==> src/rtl/eep_resp_pkg.sv <==
// Shared types and constants for the EEPROM responder.
package eep_resp_pkg;

    localparam int unsigned EEP_DW = 14;
    localparam int unsigned EEP_AW = 2;

    localparam logic [EEP_AW-1:0] ADDR_XSET = 2'd0;
    localparam logic [EEP_AW-1:0] ADDR_P    = 2'd1;
    localparam logic [EEP_AW-1:0] ADDR_I    = 2'd2;
    localparam logic [EEP_AW-1:0] ADDR_D    = 2'd3;

    typedef enum logic [1:0] {
        IDLE,
        WR_WAIT,
        WR_PROG
    } eep_state_t;

    // Counter width that holds the larger of the two terminal counts without wrapping.
    function automatic int unsigned cnt_width(input int unsigned a, input int unsigned b);
        return $clog2((a > b) ? a : b) + 1;
    endfunction

endpackage

==> src/rtl/eep_cp_timer.sv <==
// Saturating cycle counter with terminal-count flags for programming time and request timeout.
module eep_cp_timer
    import eep_resp_pkg::*;
#(
    parameter int unsigned CP_CYCLES = 1024,
    parameter int unsigned TO_CYCLES = 4096,
    parameter int unsigned CW        = cnt_width(CP_CYCLES, TO_CYCLES)
) (
    input  logic clk,
    input  logic rst,
    input  logic clr,
    input  logic inc,
    output logic cp_hit,
    output logic to_hit
);

    logic [CW-1:0] cnt;
    logic [CW:0]   cnt_inc;

    // clr together with inc restarts the count at 1 (the current cycle counts).
    always_ff @(posedge clk) begin
        if (rst) begin
            cnt <= '0;
        end else if (clr) begin
            cnt <= inc ? CW'(1) : '0;
        end else if (inc && (cnt != '1)) begin
            cnt <= cnt + 1'b1;
        end
    end

    // Flags report whether counting the current cycle reaches the terminal count.
    assign cnt_inc = {1'b0, cnt} + 1'b1;
    assign cp_hit  = cnt_inc >= (CW+1)'(CP_CYCLES);
    assign to_hit  = cnt_inc >= (CW+1)'(TO_CYCLES);

endmodule

==> src/rtl/eep_responder.sv <==
// EEPROM-side responder: 4 x 14-bit words, 1-cycle reads, writes committed after charge-pump time.
// Define EEP_PRELOAD_EN to load the words from INIT0..INIT3 on reset.
module eep_responder
    import eep_resp_pkg::*;
#(
    parameter int unsigned DW        = EEP_DW,
    parameter int unsigned AW        = EEP_AW,
    parameter int unsigned CP_CYCLES = 1024,
    parameter int unsigned TO_CYCLES = 4096
`ifdef EEP_PRELOAD_EN
    ,
    parameter logic [DW-1:0] INIT0 = '0,
    parameter logic [DW-1:0] INIT1 = '0,
    parameter logic [DW-1:0] INIT2 = '0,
    parameter logic [DW-1:0] INIT3 = '0
`endif
) (
    input  logic          clk,
    input  logic          rst,
    input  logic          eep_cs_n,
    input  logic          eep_r_w_n,
    input  logic [AW-1:0] eep_addr,
    input  logic [DW-1:0] eep_wr_data,
    input  logic          chrg_pmp_en,
    output logic [DW-1:0] eep_rd_data,
    output logic          eep_busy,
    output logic          eep_wr_err
);

    localparam bit CommitOnFirst = (CP_CYCLES <= 1);

    eep_state_t    state;
    logic [DW-1:0] mem [2**AW];
    logic [AW-1:0] wr_addr;
    logic [DW-1:0] wr_data;
    logic          tmr_clr;
    logic          tmr_inc;
    logic          cp_hit;
    logic          to_hit;

    // Timer counts low cycles in WR_WAIT, then restarts at 1 on the first charge-pump cycle.
    always_comb begin
        tmr_clr = (state == IDLE) || ((state == WR_WAIT) && chrg_pmp_en);
        tmr_inc = (state != IDLE);
    end

    eep_cp_timer #(
        .CP_CYCLES (CP_CYCLES),
        .TO_CYCLES (TO_CYCLES)
    ) u_timer (
        .clk    (clk),
        .rst    (rst),
        .clr    (tmr_clr),
        .inc    (tmr_inc),
        .cp_hit (cp_hit),
        .to_hit (to_hit)
    );

    always_ff @(posedge clk) begin
        if (rst) begin
            state       <= IDLE;
            eep_rd_data <= '0;
            eep_busy    <= 1'b0;
            eep_wr_err  <= 1'b0;
            wr_addr     <= '0;
            wr_data     <= '0;
`ifdef EEP_PRELOAD_EN
            mem[ADDR_XSET] <= INIT0;
            mem[ADDR_P]    <= INIT1;
            mem[ADDR_I]    <= INIT2;
            mem[ADDR_D]    <= INIT3;
`endif
        end else begin
            unique case (state)
                IDLE: begin
                    if (!eep_cs_n) begin
                        eep_wr_err <= 1'b0;
                        if (eep_r_w_n) begin
                            eep_rd_data <= mem[eep_addr];
                        end else begin
                            wr_addr  <= eep_addr;
                            wr_data  <= eep_wr_data;
                            eep_busy <= 1'b1;
                            state    <= WR_WAIT;
                        end
                    end
                end
                WR_WAIT: begin
                    if (chrg_pmp_en) begin
                        if (CommitOnFirst) begin
                            mem[wr_addr] <= wr_data;
                            eep_busy     <= 1'b0;
                            state        <= IDLE;
                        end else begin
                            state <= WR_PROG;
                        end
                    end else if (to_hit) begin
                        eep_wr_err <= 1'b1;
                        eep_busy   <= 1'b0;
                        state      <= IDLE;
                    end
                end
                WR_PROG: begin
                    if (!chrg_pmp_en) begin
                        eep_wr_err <= 1'b1;
                        eep_busy   <= 1'b0;
                        state      <= IDLE;
                    end else if (cp_hit) begin
                        mem[wr_addr] <= wr_data;
                        eep_busy     <= 1'b0;
                        state        <= IDLE;
                    end
                end
                default: begin
                    eep_busy <= 1'b0;
                    state    <= IDLE;
                end
            endcase
        end
    end

endmodule
==> config.mk <==
export PLATFORM = sky130hd
export DESIGN_NAME = eep_responder
export DESIGN_NICKNAME = d
export VERILOG_FILES = /design/src/rtl/eep_resp_pkg.sv /design/src/rtl/eep_cp_timer.sv /design/src/rtl/eep_responder.sv
export SDC_FILE = /design/constraint.sdc
export NUM_CORES = 1
export LEC_CHECK = 0
export CAP_MARGIN = 5
export CORE_MARGIN = 5
export CORE_UTILIZATION = 45
export CTS_BUF_LIST = sky130_fd_sc_hd__clkbuf_8
export CTS_CLUSTER_SIZE = 10
export DETAILED_ROUTE_END_ITERATION = 8
export MAX_ROUTING_LAYER = met4
export SETUP_SLACK_MARGIN = 0.5
export SKIP_CTS_REPAIR_TIMING = 1
export SLEW_MARGIN = 0
export SYNTH_ARGS = -nofsm -noshare
export SYNTH_HDL_FRONTEND = slang
export SYNTH_HIERARCHICAL = 1
export SYNTH_SLANG_ARGS = --single-unit
==> constraint.sdc <==
create_clock -name clk -period 4.85 [get_ports clk]
set_input_delay 0.97 -clock clk [delete_from_list [all_inputs] [get_ports clk]]
set_output_delay 0.97 -clock clk [all_outputs]
set_load 0.01 [all_outputs]
==> out/results.txt, run 1 <==
Outcome -> completed
Row Count -> 35
Worst-path clk slew -> 0.09 ns
Fin. Hold Viols -> 0
Initial antenna violation count -> 0
Fin cells -> 459
RePlAce Congestion -> 0.785
Count of yosys warnings during synthesis -> 6
Average wire per standard cell -> 17.2 um
Sink Count -> 103
Worst Clk Skew -> 0.0115 ns
Actual slew at the worst max-slew pin -> 1.16 ns
Die ar. -> 11200 um2
Die height -> 106 um
Synth area leader -> edfxtp_1
Synthesized net count -> 328
Initial DRC Count -> 96
Crit path capture type -> register
Final min period -> 2.86 ns
Synth area leaders -> edfxtp_1, dfxtp_1, mux4_2, nand2_1, a22o_1
Core Footprint -> 9110 um2
Max incr delay on CP -> 0.92 ns
Worst vdd ir -> 0.000153 V
Share of layout cells above drive strength 1 -> 15.5%
GRT Util Overall -> 15.3%
Post-synthesis async set-or-reset flop share -> 0%
Critical path cell sequence -> clkdlybuf4s50_1, buf_4, nand3b_1, nor3_2
Crit-path max FO -> 30
Avg Cell Area, Syn -> 13.7 um2
RSZ-0062 raised after global routing -> false
Vias after detailed routing -> 2509
Clk buf depth -> 2
N_diodes -> 0
Initial Utilization -> 45.3%
Post-route ant nets -> 0
WP buf/inv -> 2
Crit start category -> input pin
Vias in the first global route -> 2476
Sequential fraction of the synthesis area -> 63.6%
Slew Viols, Final -> 0
Clock Tree Root -> clkbuf_8
Total CTS buffers -> 9
H-tree level count -> 3
Port Buffers -> 36
Final HPWL DP -> 5.24 mm
Setup CP Type -> in2reg
Number of flops mapped to enable cells by yosys -> 56
CTS tree -> done
Max-capacitance violation count -> 0
Post-synthesis instance area -> 4130 um2
Crit path max-delay cell type -> nor3_2
Slew HR -> 22.3%
Via density -> 5.47
Leakage power -> 0.00157 uW
Fmax -> 349 MHz
Fin nets -> 369
IO Pins -> 37
Pwr dens -> 388 nW/um2
Drt first pass iters -> 4
Total grt overflow -> 0
Final Routed Wirelength -> 7.90 mm
Highest-count cells in the layout ignoring fill and taps -> edfxtp_1, dfxtp_1, nand2_1
Fin Setup TNS -> 0 ns
Die Wd -> 106 um
Largest net degree at the start of global routing -> 31
Setup violators final -> 0
Worst path required time -> 4.82 ns
Yosys top cell area share -> 40.8%
Commonest non-fill, non-tap cell in the layout -> edfxtp_1
Netlist cell types -> 52
Crit path max-delay family -> simple AND/OR/NAND/NOR gates
Primary FF master, synth -> edfxtp_1
Area Overhead vs Synth -> 16.0%
Final period util -> 59.0%
Worst-Skew Late Latency -> 0.36 ns
# DRC -> 0
WP data arrival -> 2.83 ns
DP Cell Count -> 442
First-pass GRT wire length -> 12.9 mm
Post-Synthesis Cells -> 302
Min-Delay Path Class -> reg2reg
Synth Register Bits -> 103
## flip-flops by register name, summed over array words and instances (netlist names)
register,count
mem,56
eep_rd_data,14
wr_data,14
u_timer/cnt,13
state,2
wr_addr,2
eep_busy,1
eep_wr_err,1
## layer usage
metal	share of wire, %	up-vias	global-route usage [%]	wire [um]
met5	0	-	-	0
met4	1.7	0	5.27	133
met3	3.2	12	3.18	250
met2	48	44	24.5	3790
met1	47	1225	19.5	3730
li1	-	1228	-	-
## synthesized netlist by cell type (2+ instances only)
| library cell | n |
|---|---|
| a21oi_1 | 21 |
| a21oi_2 | 2 |
| a22o_1 | 14 |
| and4_1 | 2 |
| buf_2 | 3 |
| buf_4 | 2 |
| buf_6 | 3 |
| clkbuf_1 | 4 |
| dfxtp_1 | 47 |
| edfxtp_1 | 56 |
| ha_1 | 5 |
| inv_1 | 9 |
| mux2i_1 | 4 |
| mux4_2 | 14 |
| nand2_1 | 41 |
| nand2b_1 | 10 |
| nand3_1 | 8 |
| nand3b_1 | 2 |
| nand4_1 | 2 |
| nor2_1 | 5 |
| nor3_1 | 8 |
| o21a_1 | 2 |
| o21ai_1 | 3 |
| o311ai_0 | 3 |
| o41ai_1 | 2 |
| or3_1 | 4 |
## worst min-delay path, delay by kind of cell, from the launching register on
kind,cells,cell delay [ns]
flops,1,0.32
simple gates,1,0.06
mux,1,0.06
## metrics by stage
step	util, %	setup slack [ns]	total power, uW	cell area (um2)	hold slack, ns
after floorplan	-	2.06	1290	4130	0.460
after global placement	50.5	1.55	1400	4600	0.462
after detailed placement	50.5	1.52	1400	4600	0.462
final	52.6	1.99	1860	4790	0.479
after global routing	52.6	1.87	1960	4790	0.517
after CTS	52.4	1.90	1880	4780	0.489
## cell type report
type                       instances  area [um2]
sequential                       103        2620
multi-input combinational        178        1410
clock inverter                     7        48.8
tap                              111         139
inverter                           9        33.8
clock buffer                       9         124
fill                             805        4320
timing repair buffer              42         409
## power breakdown
group / internal (uW) / total [uW] / switching (uW)
Sequential: 974 / 1020 / 41.6
Combinational: 167 / 367 / 200
Clock: 190 / 476 / 287
Total: 1330 / 1860 / 528
## cells by family after synthesis
logic type               after synthesis  share of synthesized area [%]
adder cells (fa/ha/maj)                5                           1.52
multiplexers                          18                           8.61
flip-flops                           103                           63.6
AND/OR/NAND/NOR                       96                           12.7
AO/OA/AOI/OAI                         58                           10.7
XOR/XNOR                               1                          0.212
buffers and inverters                 21                           2.73
## final timing paths
path              cells past startpoint  slack, ns                         from                      end
hold / removal                        2       0.48      eep_wr_err$_SDFFE_PP0P_  eep_wr_err$_SDFFE_PP0P_
setup reg to reg                      7       2.09  u_timer/cnt[0]$_SDFFE_PP0P_     mem[2][11]$_DFFE_PP_
hold reg to reg                       2       0.48      eep_wr_err$_SDFFE_PP0P_  eep_wr_err$_SDFFE_PP0P_
setup / recovery                      4       1.99                          rst     mem[2][11]$_DFFE_PP_
Note: power is estimated with default switching activity, not from simulation.
==> run 2: changes to the inputs <==
clock period = 3 ns   (was 4.85 ns; I/O delays follow)
==> out/results.txt, run 2 (synthesis gave the netlist of run 1 again) <==
Outcome -> completed
Worst Clk Skew -> 0.00685 ns
Flip-flop count of the largest register after layout -> 56
Max-capacitance violation count -> 0
Worst path required time -> 3.28 ns
Clock Tree Root -> clkbuf_8
N_diodes -> 0
Worst vdd ir -> 0.000285 V
Sw Pwr -> 863 uW
Crit start category -> register
Pwr dens -> 639 nW/um2
Final period util -> 76.0%
Fin Setup TNS -> 0 ns
Slew Viols, Final -> 0
Drt first pass iters -> 5
GRT Util Overall -> 15.9%
Port Buffers -> 36
Leakage power -> 0.00160 uW
Comb pwr share -> 19.3%
# DRC -> 0
Average wire per standard cell -> 17.4 um
Fin nets -> 374
Vias in the first global route -> 2498
Final min period -> 2.28 ns
Reg with most FFs -> mem
Actual slew at the worst max-slew pin -> 0.858 ns
Fin. Hold Viols -> 0
Vias after detailed routing -> 2527
Clk buf depth -> 2
Initial Utilization -> 45.3%
Commonest non-fill, non-tap cell in the layout -> edfxtp_1
Core Footprint -> 9110 um2
Final HPWL DP -> 5.22 mm
Final Routed Wirelength -> 8.07 mm
WP data arrival -> 2.56 ns
Fmax -> 439 MHz
Total grt overflow -> 0
Dpl cell area -> 4650 um2
Share of layout cells above drive strength 1 -> 16.7%
Crit path capture type -> register
Finished Cell Area -> 4850 um2
H-tree level count -> 3
Min-Delay Path Class -> reg2reg
Reg power frac -> 52.9%
Largest regs -> mem x56, eep_rd_data x14, wr_data x14
Post-route ant nets -> 0
Largest net degree at the start of global routing -> 18
CTS tree -> done
Initial DRC Count -> 136
Crit-path max FO -> 5
Slew HR -> 42.6%
FILL cells -> 802
Highest-count cells in the layout ignoring fill and taps -> edfxtp_1, dfxtp_1, nand2_1
Die height -> 106 um
First-pass GRT wire length -> 13.2 mm
Die Wd -> 106 um
Internal power -> 2240 uW
IO Pins -> 37
RePlAce Congestion -> 0.774
Die ar. -> 11200 um2
Initial antenna violation count -> 0
Switching Fraction -> 27.8%
RSZ-0062 raised after global routing -> false
Area Overhead vs Synth -> 17.5%
Clk pwr share -> 27.7%
Row Count -> 35
Sink Count -> 103
Setup violators final -> 0
Worst-Skew Late Latency -> 0.35 ns
Total CTS buffers -> 9
Hold slack -> 0.485 ns
Setup CP Type -> reg2reg
Via density -> 5.45
Worst-path clk slew -> 0.10 ns
run 2: per-layer routing:
| metal | GRT usage (%) | vias to the layer above | wire [um] |
|---|---|---|---|
| li1 | - | 1232 | - |
| met1 | 20.0 | 1244 | 3700 |
| met2 | 25.7 | 45 | 4050 |
| met3 | 3.25 | 6 | 242 |
| met4 | 5.37 | 0 | 80 |
| met5 | - | - | 0 |
run 2: worst paths after layout:
kind | startpoint | endpoint | slack [ns] | cells after the start
min reg2reg | eep_busy$_SDFFE_PP0P_ | eep_busy$_SDFFE_PP0P_ | 0.48 | 2
max | u_timer/cnt[0]$_SDFFE_PP0P_ | state[1]$_SDFFE_PP0P_ | 0.72 | 8
max reg2reg | u_timer/cnt[0]$_SDFFE_PP0P_ | state[1]$_SDFFE_PP0P_ | 0.72 | 8
min | eep_busy$_SDFFE_PP0P_ | eep_busy$_SDFFE_PP0P_ | 0.48 | 2
run 2: cell type report:
cell class / count / area [um2] / share of cell area [%]
inverters: 9 / 33.8 / 0.697
flip-flops and latches: 103 / 2620 / 54.1
repair buffers: 47 / 443 / 9.14
clock buffers: 9 / 124 / 2.56
multi-input cells: 178 / 1410 / 29.1
well taps: 111 / 139 / 2.87
clock inverters: 7 / 73.8 / 1.52
run 2: through the flow:
step	instances	utilization [%]	worst slack (ns)	total power, uW
6_report	464	53.2	0.721	3100
5_1_grt	464	53.2	0.548	3260
4_1_cts	464	53.2	0.725	3140
3_5_place_dp	448	51.0	0.705	2280
3_3_place_gp	448	51.0	0.736	2270
2_1_floorplan	302	-	0.379	2080
run 2: power groups by stage:
stage               sequential (uW)  clock (uW)  combinational, uW
floorplan                      1670           0                408
global placement               1670           0                606
detailed placement             1670           0                606
CTS                            1640         890                609
global route                   1650         948                660
finish                         1640         859                599
run 2: critical path, stage by stage (launching register included):
cell and delay [ns]:
dfxtp_1 0.40, ha_1 0.22, nand3_1 0.18, nor3_1 0.24, mux2i_1 0.11, nand2_1 0.09
and3b_4 0.21, or4_4 0.55, a211oi_2 0.21
==> run 3: changes to the inputs <==
PLACE_DENSITY = 0.67   (was unset)
clock period = 1.99 ns   (was 3 ns; I/O delays follow)
==> out/results.txt, run 3 (synthesis gave the netlist of run 1 again) <==
Reg power frac -> 48.3%
Die height -> 106 um
# DRC -> 0
Internal power -> 3570 uW
FF-to-FF setup slack -> 0.04 ns
Highest-count cells in the layout ignoring fill and taps -> edfxtp_1, nand2_1, dfxtp_1
Sink Count -> 103
Commonest non-fill, non-tap cell in the layout -> edfxtp_1
Fin cells -> 493
Design Power -> 5140 uW
Drt first pass iters -> 5
Worst-Skew Late Latency -> 0.37 ns
IO Pins -> 37
Worst Setup EP -> state[1]$_SDFFE_PP0P_
RR Endpoint -> state[1]$_SDFFE_PP0P_
Flip-flop count of the largest register after layout -> 56
Pwr dens -> 934 nW/um2
Sw Pwr -> 1570 uW
Final period util -> 98.2%
Final core occ -> 60.5%
GRT Util Overall -> 15.7%
Final HPWL DP -> 5.55 mm
RePlAce Congestion -> 0.756
Crit path capture type -> register
Fin Setup TNS -> 0 ns
Worst-path clk slew -> 0.11 ns
Final min period -> 1.95 ns
Reg with most FFs -> mem
Actual slew at the worst max-slew pin -> 0.355 ns
Share of layout cells above drive strength 1 -> 33.0%
Total grt overflow -> 0
Fin. Hold Viols -> 0
Vias after detailed routing -> 2687
Area Overhead vs Synth -> 33.4%
WP data arrival -> 2.26 ns
Min-Delay Path Class -> reg2reg
Total CTS buffers -> 9
Fin nets -> 403
Slew Viols, Final -> 0
CTS tree -> done
Via density -> 5.45
H-tree level count -> 3
Port Buffers -> 36
Crit path max-delay cell type -> or4_4
Comb pwr share -> 26.4%
Worst Clk Skew -> 0.0129 ns
Setup CP Type -> reg2reg
Clock Tree Root -> clkbuf_8
Worst R2R Path Depth -> 8
Final Routed Wirelength -> 8.72 mm
RSZ-0062 raised after global routing -> true
Crit-path max FO -> 3
Worst vdd ir -> 0.000370 V
Switching Fraction -> 30.5%
First-pass GRT wire length -> 13.4 mm
Row Count -> 35
Fmax -> 512 MHz
FILL cells -> 713
Largest net degree at the start of global routing -> 22
Max incr delay on CP -> 0.50 ns
DP Cell Count -> 463
Initial Utilization -> 45.3%
Initial antenna violation count -> 0
Clk buf depth -> 2
Core Footprint -> 9110 um2
N_diodes -> 0
Outcome -> completed
Initial DRC Count -> 114
CP Launch Point -> u_timer/cnt[1]$_SDFFE_PP0P_
Die Wd -> 106 um
Slew HR -> 76.2%
R2r startpoint -> u_timer/cnt[1]$_SDFFE_PP0P_
Max-capacitance violation count -> 0
Setup violators final -> 0
Vias in the first global route -> 2661
Post-route ant nets -> 0
Leakage power -> 0.00213 uW
Critical path cell sequence -> ha_4, nand3_4, nor3_2, mux2i_1, nand2_1, and3b_4, or4_4, a211oi_2
Worst path required time -> 2.29 ns
Crit start category -> register
Average wire per standard cell -> 17.7 um
Largest regs -> mem x56, eep_rd_data x14, wr_data x14
Die ar. -> 11200 um2
Clk pwr share -> 25.4%
run 3: cell types whose count changed in the layout (fill, tap and decap cells not counted), sizes merged:
cell,previous run,this run
clkdlybuf4s50,36,19
or3b,1,2
clkinv,3,5
clkinvlp,1,0
clkbuf,9,10
dlymetal6s2s,0,17
bufinv,1,0
buf,11,38
run 3: power by group through the flow:
stage | Combinational (uW) | Sequential, uW | Clock (uW)
after global routing | 1460 | 2500 | 1440
after detailed placement | 1130 | 2530 | 0
after global placement | 1110 | 2520 | 0
final | 1360 | 2480 | 1310
after CTS | 1140 | 2480 | 1350
after floorplan | 750 | 2540 | 0
run 3: layout make-up:
class	count	area (um2)	share of cell area, %
Clock buffer	9	124	2.25
Clock inverter	7	86.3	1.57
Inverter	9	41.3	0.750
Multi-Input combinational cell	179	1650	30.0
Sequential cell	103	2650	48.1
Tap cell	111	139	2.52
Timing Repair Buffer	75	820	14.9
run 3: stage by stage:
| step | setup slack [ns] | instance area [um2] | hold slack (ns) |
|---|---|---|---|
| 2_1_floorplan | -0.134 | 4310 | 0.460 |
| 3_3_place_gp | 0.0241 | 4990 | 0.461 |
| 3_5_place_dp | 0.00349 | 4990 | 0.462 |
| 4_1_cts | -0.0450 | 5200 | 0.489 |
| 5_1_grt | -0.0636 | 5510 | 0.501 |
| 6_report | 0.0365 | 5510 | 0.477 |
run 3: how the worst min path moves through the flow:
stage	from	to	cells past startpoint
floorplan	rst	u_timer/cnt[0]$_SDFFE_PP0P_	1
global placement	eep_wr_err$_SDFFE_PP0P_	eep_wr_err$_SDFFE_PP0P_	2
detailed placement	eep_rd_data[12]$_SDFFE_PP0P_	eep_rd_data[12]$_SDFFE_PP0P_	1
CTS	eep_wr_err$_SDFFE_PP0P_	eep_wr_err$_SDFFE_PP0P_	2
global route	eep_rd_data[4]$_SDFFE_PP0P_	eep_rd_data[4]$_SDFFE_PP0P_	1
finish	eep_rd_data[12]$_SDFFE_PP0P_	eep_rd_data[12]$_SDFFE_PP0P_	1
run 3: routing by layer:
metal / wire, um / vias to the layer above / track usage (%)
met5: 0 / - / -
met4: 80 / 0 / 4.72
met3: 268 / 9 / 3.12
met2: 4670 / 48 / 27.5
met1: 3700 / 1332 / 18.5
li1: - / 1298 / -
run 3: worst max-delay path: cells and delay by family (launching register included):
family / cells / cell delay [ns]
AND/OR/NAND/NOR: 5 / 1.10
flip-flops: 1 / 0.38
AO/OA/AOI/OAI: 1 / 0.18
adder cells (fa/ha/maj): 1 / 0.15
multiplexers: 1 / 0.09
